$ cat config.mk
export PLATFORM = sky130hd
export DESIGN_NAME = motor_pwm_ctrl_flat
export DESIGN_NICKNAME = d
export VERILOG_FILES = /design/src/rtl/motor_pwm_ctrl_if.sv /design/src/rtl/motor_pwm_ctrl.sv /design/src/flat_wrapper.sv
export SDC_FILE = /design/constraint.sdc
export NUM_CORES = 1
export LEC_CHECK = 0
export CAP_MARGIN = 10
export CORE_ASPECT_RATIO = 0.9
export CORE_MARGIN = 5
export CORE_UTILIZATION = 28
export DETAILED_ROUTE_END_ITERATION = 10
export SLEW_MARGIN = 10
export SYNTH_ARGS = -nofsm -noshare
export SYNTH_HDL_FRONTEND = slang
export SYNTH_SLANG_ARGS = --single-unit
$ cat constraint.sdc
create_clock -name clk -period 3.1 [get_ports clk]
set_input_delay 0.31 -clock clk [delete_from_list [all_inputs] [get_ports clk]]
set_output_delay 0.31 -clock clk [all_outputs]
set_load 0.01 [all_outputs]
$ cat src/rtl/motor_pwm_ctrl_if.sv
// Command bus from the remote decoder into the motor PWM controller.
interface motor_pwm_ctrl_if #(
  parameter int DUTY_W = 4
);
  logic              cmd_valid;
  logic [2:0]        cmd;
  logic [DUTY_W-1:0] speed;

  modport master (output cmd_valid, cmd, speed);
  modport slave  (input  cmd_valid, cmd, speed);
endinterface

$ cat src/rtl/motor_pwm_ctrl.sv
// Two-motor PWM/direction controller with soft-start ramping, reversal dead
// time and a command watchdog; all motion advances on ticks derived from clk_dec.

module motor_pwm_side #(
  parameter int DUTY_W     = 4,
  parameter int DEAD_TICKS = 4
) (
  input  logic              clk,
  input  logic              rst_n,
  input  logic              tick,
  input  logic              boundary,
  input  logic [DUTY_W-1:0] step,
  input  logic              tgt_dir,
  input  logic [DUTY_W-1:0] tgt_duty,
  output logic              pwm,
  output logic              dir,
  output logic              busy
);
  localparam int DEAD_W = (DEAD_TICKS < 1) ? 1 : $clog2(DEAD_TICKS + 1);

  typedef enum logic {S_RUN, S_DEAD} state_e;

  state_e            state, state_n;
  logic [DUTY_W-1:0] duty, duty_n;
  logic              dir_q, dir_n;
  logic [DEAD_W-1:0] dead_cnt, dead_n;

  always_ff @(posedge clk or posedge rst_n) begin
    if (rst_n) begin
      state    <= S_RUN;
      duty     <= '0;
      dir_q    <= 1'b1;
      dead_cnt <= '0;
      pwm      <= 1'b0;
    end else begin
      state    <= state_n;
      duty     <= duty_n;
      dir_q    <= dir_n;
      dead_cnt <= dead_n;
      pwm      <= (state == S_RUN) && (step < duty);
    end
  end

  // Ramp decisions happen once per PWM period; the dead counter runs per tick.
  // A direction change is only allowed after the duty has ramped to zero.
  always_comb begin
    state_n = state;
    duty_n  = duty;
    dir_n   = dir_q;
    dead_n  = dead_cnt;
    case (state)
      S_RUN: if (boundary) begin
        if (tgt_dir == dir_q) begin
          if (duty < tgt_duty)      duty_n = duty + 1'b1;
          else if (duty > tgt_duty) duty_n = duty - 1'b1;
        end else if (duty != '0) begin
          duty_n = duty - 1'b1;
        end else begin
          state_n = S_DEAD;
          dead_n  = DEAD_W'(DEAD_TICKS);
        end
      end
      S_DEAD: if (tick) begin
        if (dead_cnt <= DEAD_W'(1)) begin
          state_n = S_RUN;
          dir_n   = tgt_dir;
          dead_n  = '0;
        end else begin
          dead_n = dead_cnt - 1'b1;
        end
      end
      default: state_n = S_RUN;
    endcase
  end

  assign dir  = dir_q;
  assign busy = (state == S_DEAD) || (duty != tgt_duty);
endmodule

module motor_pwm_ctrl #(
  parameter int DUTY_W     = 4,
  parameter int DEAD_TICKS = 4,
  parameter int WDOG_TICKS = 500
) (
  input  logic             clk,
  input  logic             rst_n,
  input  logic             clk_dec,
  motor_pwm_ctrl_if.slave  cmd_if,
  output logic             pwm_l,
  output logic             pwm_r,
  output logic             dir_l,
  output logic             dir_r,
  output logic             busy
);
  localparam int NUM_SIDES = 2;
  localparam int WDOG_W    = $clog2(WDOG_TICKS + 1);
  localparam logic [DUTY_W-1:0] STEP_MAX = '1;

  typedef enum logic [2:0] {
    CMD_STOP  = 3'd0,
    CMD_FWD   = 3'd1,
    CMD_BACK  = 3'd2,
    CMD_LEFT  = 3'd3,
    CMD_RIGHT = 3'd4
  } cmd_e;

  // [1:0] synchronise clk_dec, [2] holds the previous value for edge detect
  logic [2:0]        sync_pipe;
  logic              tick, boundary;
  logic [DUTY_W-1:0] step;
  logic [WDOG_W-1:0] wdog_cnt;
  logic              wdog_hit;

  always_ff @(posedge clk or posedge rst_n) begin
    if (rst_n) sync_pipe <= '0;
    else       sync_pipe <= {sync_pipe[1:0], clk_dec};
  end

  assign tick     = sync_pipe[1] & ~sync_pipe[2];
  assign boundary = tick && (step == STEP_MAX);

  always_ff @(posedge clk or posedge rst_n) begin
    if (rst_n)     step <= '0;
    else if (tick) step <= step + 1'b1;
  end

  assign wdog_hit = (wdog_cnt == WDOG_W'(WDOG_TICKS));

  always_ff @(posedge clk or posedge rst_n) begin
    if (rst_n)                     wdog_cnt <= '0;
    else if (cmd_if.cmd_valid)     wdog_cnt <= '0;
    else if (tick && !wdog_hit)    wdog_cnt <= wdog_cnt + 1'b1;
  end

  // Index 0 is the left motor, index 1 the right; dir bit 1 = forward.
  logic [NUM_SIDES-1:0]             tgt_dir;
  logic [NUM_SIDES-1:0][DUTY_W-1:0] tgt_duty;

  always_ff @(posedge clk or posedge rst_n) begin
    if (rst_n) begin
      tgt_dir  <= '1;
      tgt_duty <= '0;
    end else if (cmd_if.cmd_valid) begin
      case (cmd_e'(cmd_if.cmd))
        CMD_STOP:  tgt_duty <= '0;
        CMD_FWD:   begin tgt_dir <= 2'b11; tgt_duty <= {NUM_SIDES{cmd_if.speed}}; end
        CMD_BACK:  begin tgt_dir <= 2'b00; tgt_duty <= {NUM_SIDES{cmd_if.speed}}; end
        CMD_LEFT:  begin tgt_dir <= 2'b10; tgt_duty <= {NUM_SIDES{cmd_if.speed}}; end
        CMD_RIGHT: begin tgt_dir <= 2'b01; tgt_duty <= {NUM_SIDES{cmd_if.speed}}; end
        default:   ;
      endcase
    end else if (wdog_hit) begin
      tgt_duty <= '0;
    end
  end

  logic [NUM_SIDES-1:0] pwm_v, dir_v, busy_v;

  for (genvar s = 0; s < NUM_SIDES; s++) begin : g_side
    motor_pwm_side #(
      .DUTY_W     (DUTY_W),
      .DEAD_TICKS (DEAD_TICKS)
    ) u_side (
      .clk      (clk),
      .rst_n    (rst_n),
      .tick     (tick),
      .boundary (boundary),
      .step     (step),
      .tgt_dir  (tgt_dir[s]),
      .tgt_duty (tgt_duty[s]),
      .pwm      (pwm_v[s]),
      .dir      (dir_v[s]),
      .busy     (busy_v[s])
    );
  end

  always_ff @(posedge clk or posedge rst_n) begin
    if (rst_n) busy <= 1'b0;
    else       busy <= |busy_v;
  end

  assign pwm_l = pwm_v[0];
  assign pwm_r = pwm_v[1];
  assign dir_l = dir_v[0];
  assign dir_r = dir_v[1];
endmodule

$ cat src/flat_wrapper.sv
// flat-port wrapper written by rule: the top's interface ports become plain ports
module motor_pwm_ctrl_flat 
#(
  parameter int DUTY_W     = 4,
  parameter int DEAD_TICKS = 4,
  parameter int WDOG_TICKS = 500
)
  (clk, rst_n, clk_dec, pwm_l, pwm_r, dir_l, dir_r, busy, cmd_if_cmd_valid, cmd_if_cmd, cmd_if_speed);
  motor_pwm_ctrl_if #(.DUTY_W(DUTY_W)) cmd_if_i ();
  input  logic clk;
  input  logic rst_n;
  input  logic clk_dec;
  output logic pwm_l;
  output logic pwm_r;
  output logic dir_l;
  output logic dir_r;
  output logic busy;
  input wire logic [$bits(cmd_if_i.cmd_valid)-1:0] cmd_if_cmd_valid;
  input wire logic [$bits(cmd_if_i.cmd)-1:0] cmd_if_cmd;
  input wire logic [$bits(cmd_if_i.speed)-1:0] cmd_if_speed;
  assign cmd_if_i.cmd_valid = cmd_if_cmd_valid;
  assign cmd_if_i.cmd = cmd_if_cmd;
  assign cmd_if_i.speed = cmd_if_speed;
  motor_pwm_ctrl #(.DUTY_W(DUTY_W), .DEAD_TICKS(DEAD_TICKS), .WDOG_TICKS(WDOG_TICKS)) u_core (.clk(clk), .rst_n(rst_n), .clk_dec(clk_dec), .cmd_if(cmd_if_i), .pwm_l(pwm_l), .pwm_r(pwm_r), .dir_l(dir_l), .dir_r(dir_r), .busy(busy));
endmodule
==> impl_metrics.tcl <==
set metrics [dict create \
    status "completed" \
    post-route-drc-count 0 \
    wire_per_inst_microns 12.5 \
    ys_warn_count 0 \
    grt_most_used_layer "met2" \
    p_per_area_mw_per_mm2 705 \
    cts_buffers 5 \
    pwr-share-clk_pct 18.8 \
    arrival_ps 2200 \
    area_growth_pct 15.9 \
    path_class "reg -> reg" \
    ys_seq_area_share_pct 42.8 \
    maxCapViolations 0 \
    grt_pass1_vias 1805 \
    portBuffers 15 \
    hold_ws_ps 353 \
    antenna_found_initial 0 \
    ys_seq_elements 43 \
    synth_edf_count 0 \
    grt_pass1_wl_mm 8.71 \
    critPathLaunchType "flip-flop" \
    max_freq_mhz 503 \
    pre_cts_ws_ps 1070 \
    clock_latency_ps 290 \
    post-dp-hpwl_mm 3.84 \
    cts_tree "yes" \
    totalWireLength_mm 4.91 \
    postSynthAreaPerCell_sq_um 10.1 \
    clk_pin_slew_ps 80 \
    fp.dieW_microns 110 \
    synth_nets 288 \
    seq_power_share_pct 39.3 \
    grtUsageTotal_pct 10.0 \
    mostFrequentLayoutCells "dfrtp_1 (39), ha_1 (26), nand2_1 (25)" \
    fp.dieH_microns 100 \
    critPathCaptureType "flip-flop" \
    cp_data_required_time_ps 3310 \
    min_period_over_period_pct 64.1 \
    globalRouteMet2Util_pct 15.1 \
    die_area_sq_mm 0.0110 \
    p_switching_mw 0.760 \
    synth.area.top_cells "dfrtp_1 (39%), ha_1 (13%), xnor2_1 (5.5%)" \
    layout_commonest_cell "dfrtp_1" \
    post-cts-setup-buffers 0 \
    coreArea_sq_mm 0.00869 \
    drt_iter0_drc 78 \
    cts-hold-fix-buffers 0 \
    vias_per_cell 4.63 \
    antenna_left 0 \
    dpl_cell_area_sq_mm 0.00283 \
    rsz0062_at_grt "false" \
    synthesis.area_sq_mm 0.00253 \
    p_total_mw 2.07 \
    tightest_slew_ps 908 \
    place.gp.congestion 0.802 \
    met3_usage_pct 2.57 \
    hp-class "reg -> reg" \
    drv_slew 0 \
    design_area_sq_mm 0.00293 \
    yosysTopAreaCell "dfrtp_1" \
    setup_slack_ps 1110 \
    grtUsageMet1_pct 14.1 \
    htree_levels 2 \
    vias 1821 \
    fillers 897 \
    slew_headroom_pct 39.1 \
    ios 16 \
    setup_tns_ps 0 \
    power_leakage_nw 1.28 \
    finalClockSkew_ps 5.75 \
    critPathMaxFanout 6 \
    grt-ovfl-total 0 \
    fin_crit_ps 1990 \
    postSynth.asyncResetShare_pct 100 \
    num_rows 32 \
    intPower_mw 1.31 \
    switching_share_pct 36.7 \
    n_antenna_cell 0 \
    yosysUniqueCellTypes 39 \
    grt_max_degree 26 \
    synth_flop_cell "dfrtp_1" \
    cts_sinks 43 \
    drive_gt1_share_pct 8.39 \
    synth_cells 251 \
    final-setup-viol-count 0 \
    nets 310 \
    start_util_pct 29.1 \
    comb_power_share_pct 41.9 \
    hold_violations 0 \
    ir_drop_mv 0.247 \
    root_buffer "clkbuf_8" \
    cts_buffer_depth 2 \
    dr.pass1.iters 4 \
    cts_resized 0 \
    synth_top_area_share_pct 38.6 \
]
synthesized netlist by cell type, types with 2 or more instances:
cell      instances
a211oi_1          6
a21o_1            2
a21oi_1           7
a22o_1            6
and2_1            2
dfrtp_1          39
dfstp_2           4
ha_1             26
inv_1            20
mux2_2            6
mux2i_1           3
nand2_1          25
nand2b_1          7
nand3_1           7
nand4_1           6
nor2_1           18
nor2b_1           3
nor3_1            4
nor3b_1           3
nor4bb_1          2
o21ai_0          14
o21bai_1          3
or3_1             3
xnor2_1          16
xor2_1            5
layout make-up:
cell class	count	area, sq um	area share [%]
clock buffer	8	100	3.41
sequential	43	1080	36.9
inverter	20	75.1	2.56
timing repair buffer	16	158	5.38
multi-input combinational	187	1370	46.7
tap	119	149	5.08
flip-flops by register name, indices dropped and copies added (netlist names):
register	flops
u_core.sync_pipe	3
u_core.tgt_duty	4
u_core.busy	1
u_core.g_side.u_side.state	2
u_core.step	4
u_core.g_side.u_side.duty	8
u_core.g_side.u_side.pwm	2
u_core.wdog_cnt	9
u_core.tgt_dir	2
u_core.g_side.u_side.dead_cnt	6
u_core.g_side.u_side.dir	2
power by group through the flow:
stage	Combinational (mW)	Sequential, mW	Clock (mW)
2_1_floorplan	0.652	0.794	0
3_3_place_gp	0.847	0.819	0
3_5_place_dp	0.865	0.825	0
4_1_cts	0.870	0.816	0.407
5_1_grt	0.995	0.835	0.434
6_report	0.867	0.812	0.389
final timing paths:
kind	startpoint	endpoint	slack, ps	cells past startpoint
worst min register to register	u_core.sync_pipe[0]$_DFF_PP0_	u_core.sync_pipe[1]$_DFF_PP0_	350	0
worst max-delay path	u_core.g_side[1].u_side.duty[2]$_DFFE_PP0P_	u_core.g_side[1].u_side.duty[3]$_DFFE_PP0P_	1110	6
max in group asynchronous	rst_n	u_core.tgt_dir[0]$_DFFE_PP1P_	1920	3
worst max register to register	u_core.g_side[1].u_side.duty[2]$_DFFE_PP0P_	u_core.g_side[1].u_side.duty[3]$_DFFE_PP0P_	1110	6
worst min-delay path	u_core.sync_pipe[0]$_DFF_PP0_	u_core.sync_pipe[1]$_DFF_PP0_	350	0
min in group asynchronous	rst_n	u_core.g_side[1].u_side.dead_cnt[1]$_DFFE_PP0P_	410	2
per-stage QoR:
step                      util (%)  cells
after floorplan                  -    251
after detailed placement      32.6    385
after CTS                     33.7    393
after global routing          33.7    393
final                         33.7    393
after global placement        32.6    385
cell families after synthesis:
logic type                 Yosys count  share of synthesized area (%)
AOI/OAI and AO/OA                   45                           12.5
and+or+nand+nor                     85                           17.0
xor gates and xnor gates            22                           7.92
buffers and inverters               21                           3.12
adders and majority gates           26                           12.9
muxes                                9                           3.86
DFF                                 43                           42.8
metal layers:
metal / vias to the layer above / part of all wire (%) / routed length [microns]
met1: 867 / 50 / 2460
met2: 22 / 45 / 2220
met3: 5 / 3.5 / 173
met4: 0 / 1.1 / 52
met5: - / 0 / 0
li1: 927 / - / -
critical path, cell delays in order (launching register included):
cell and delay (ps):
dfrtp_1 430, ha_1 300, nand2_1 90, o21bai_1 260
a2111o_1 410, a211oi_2 270, xnor2_1 150
(Power assumes the default switching activity.)
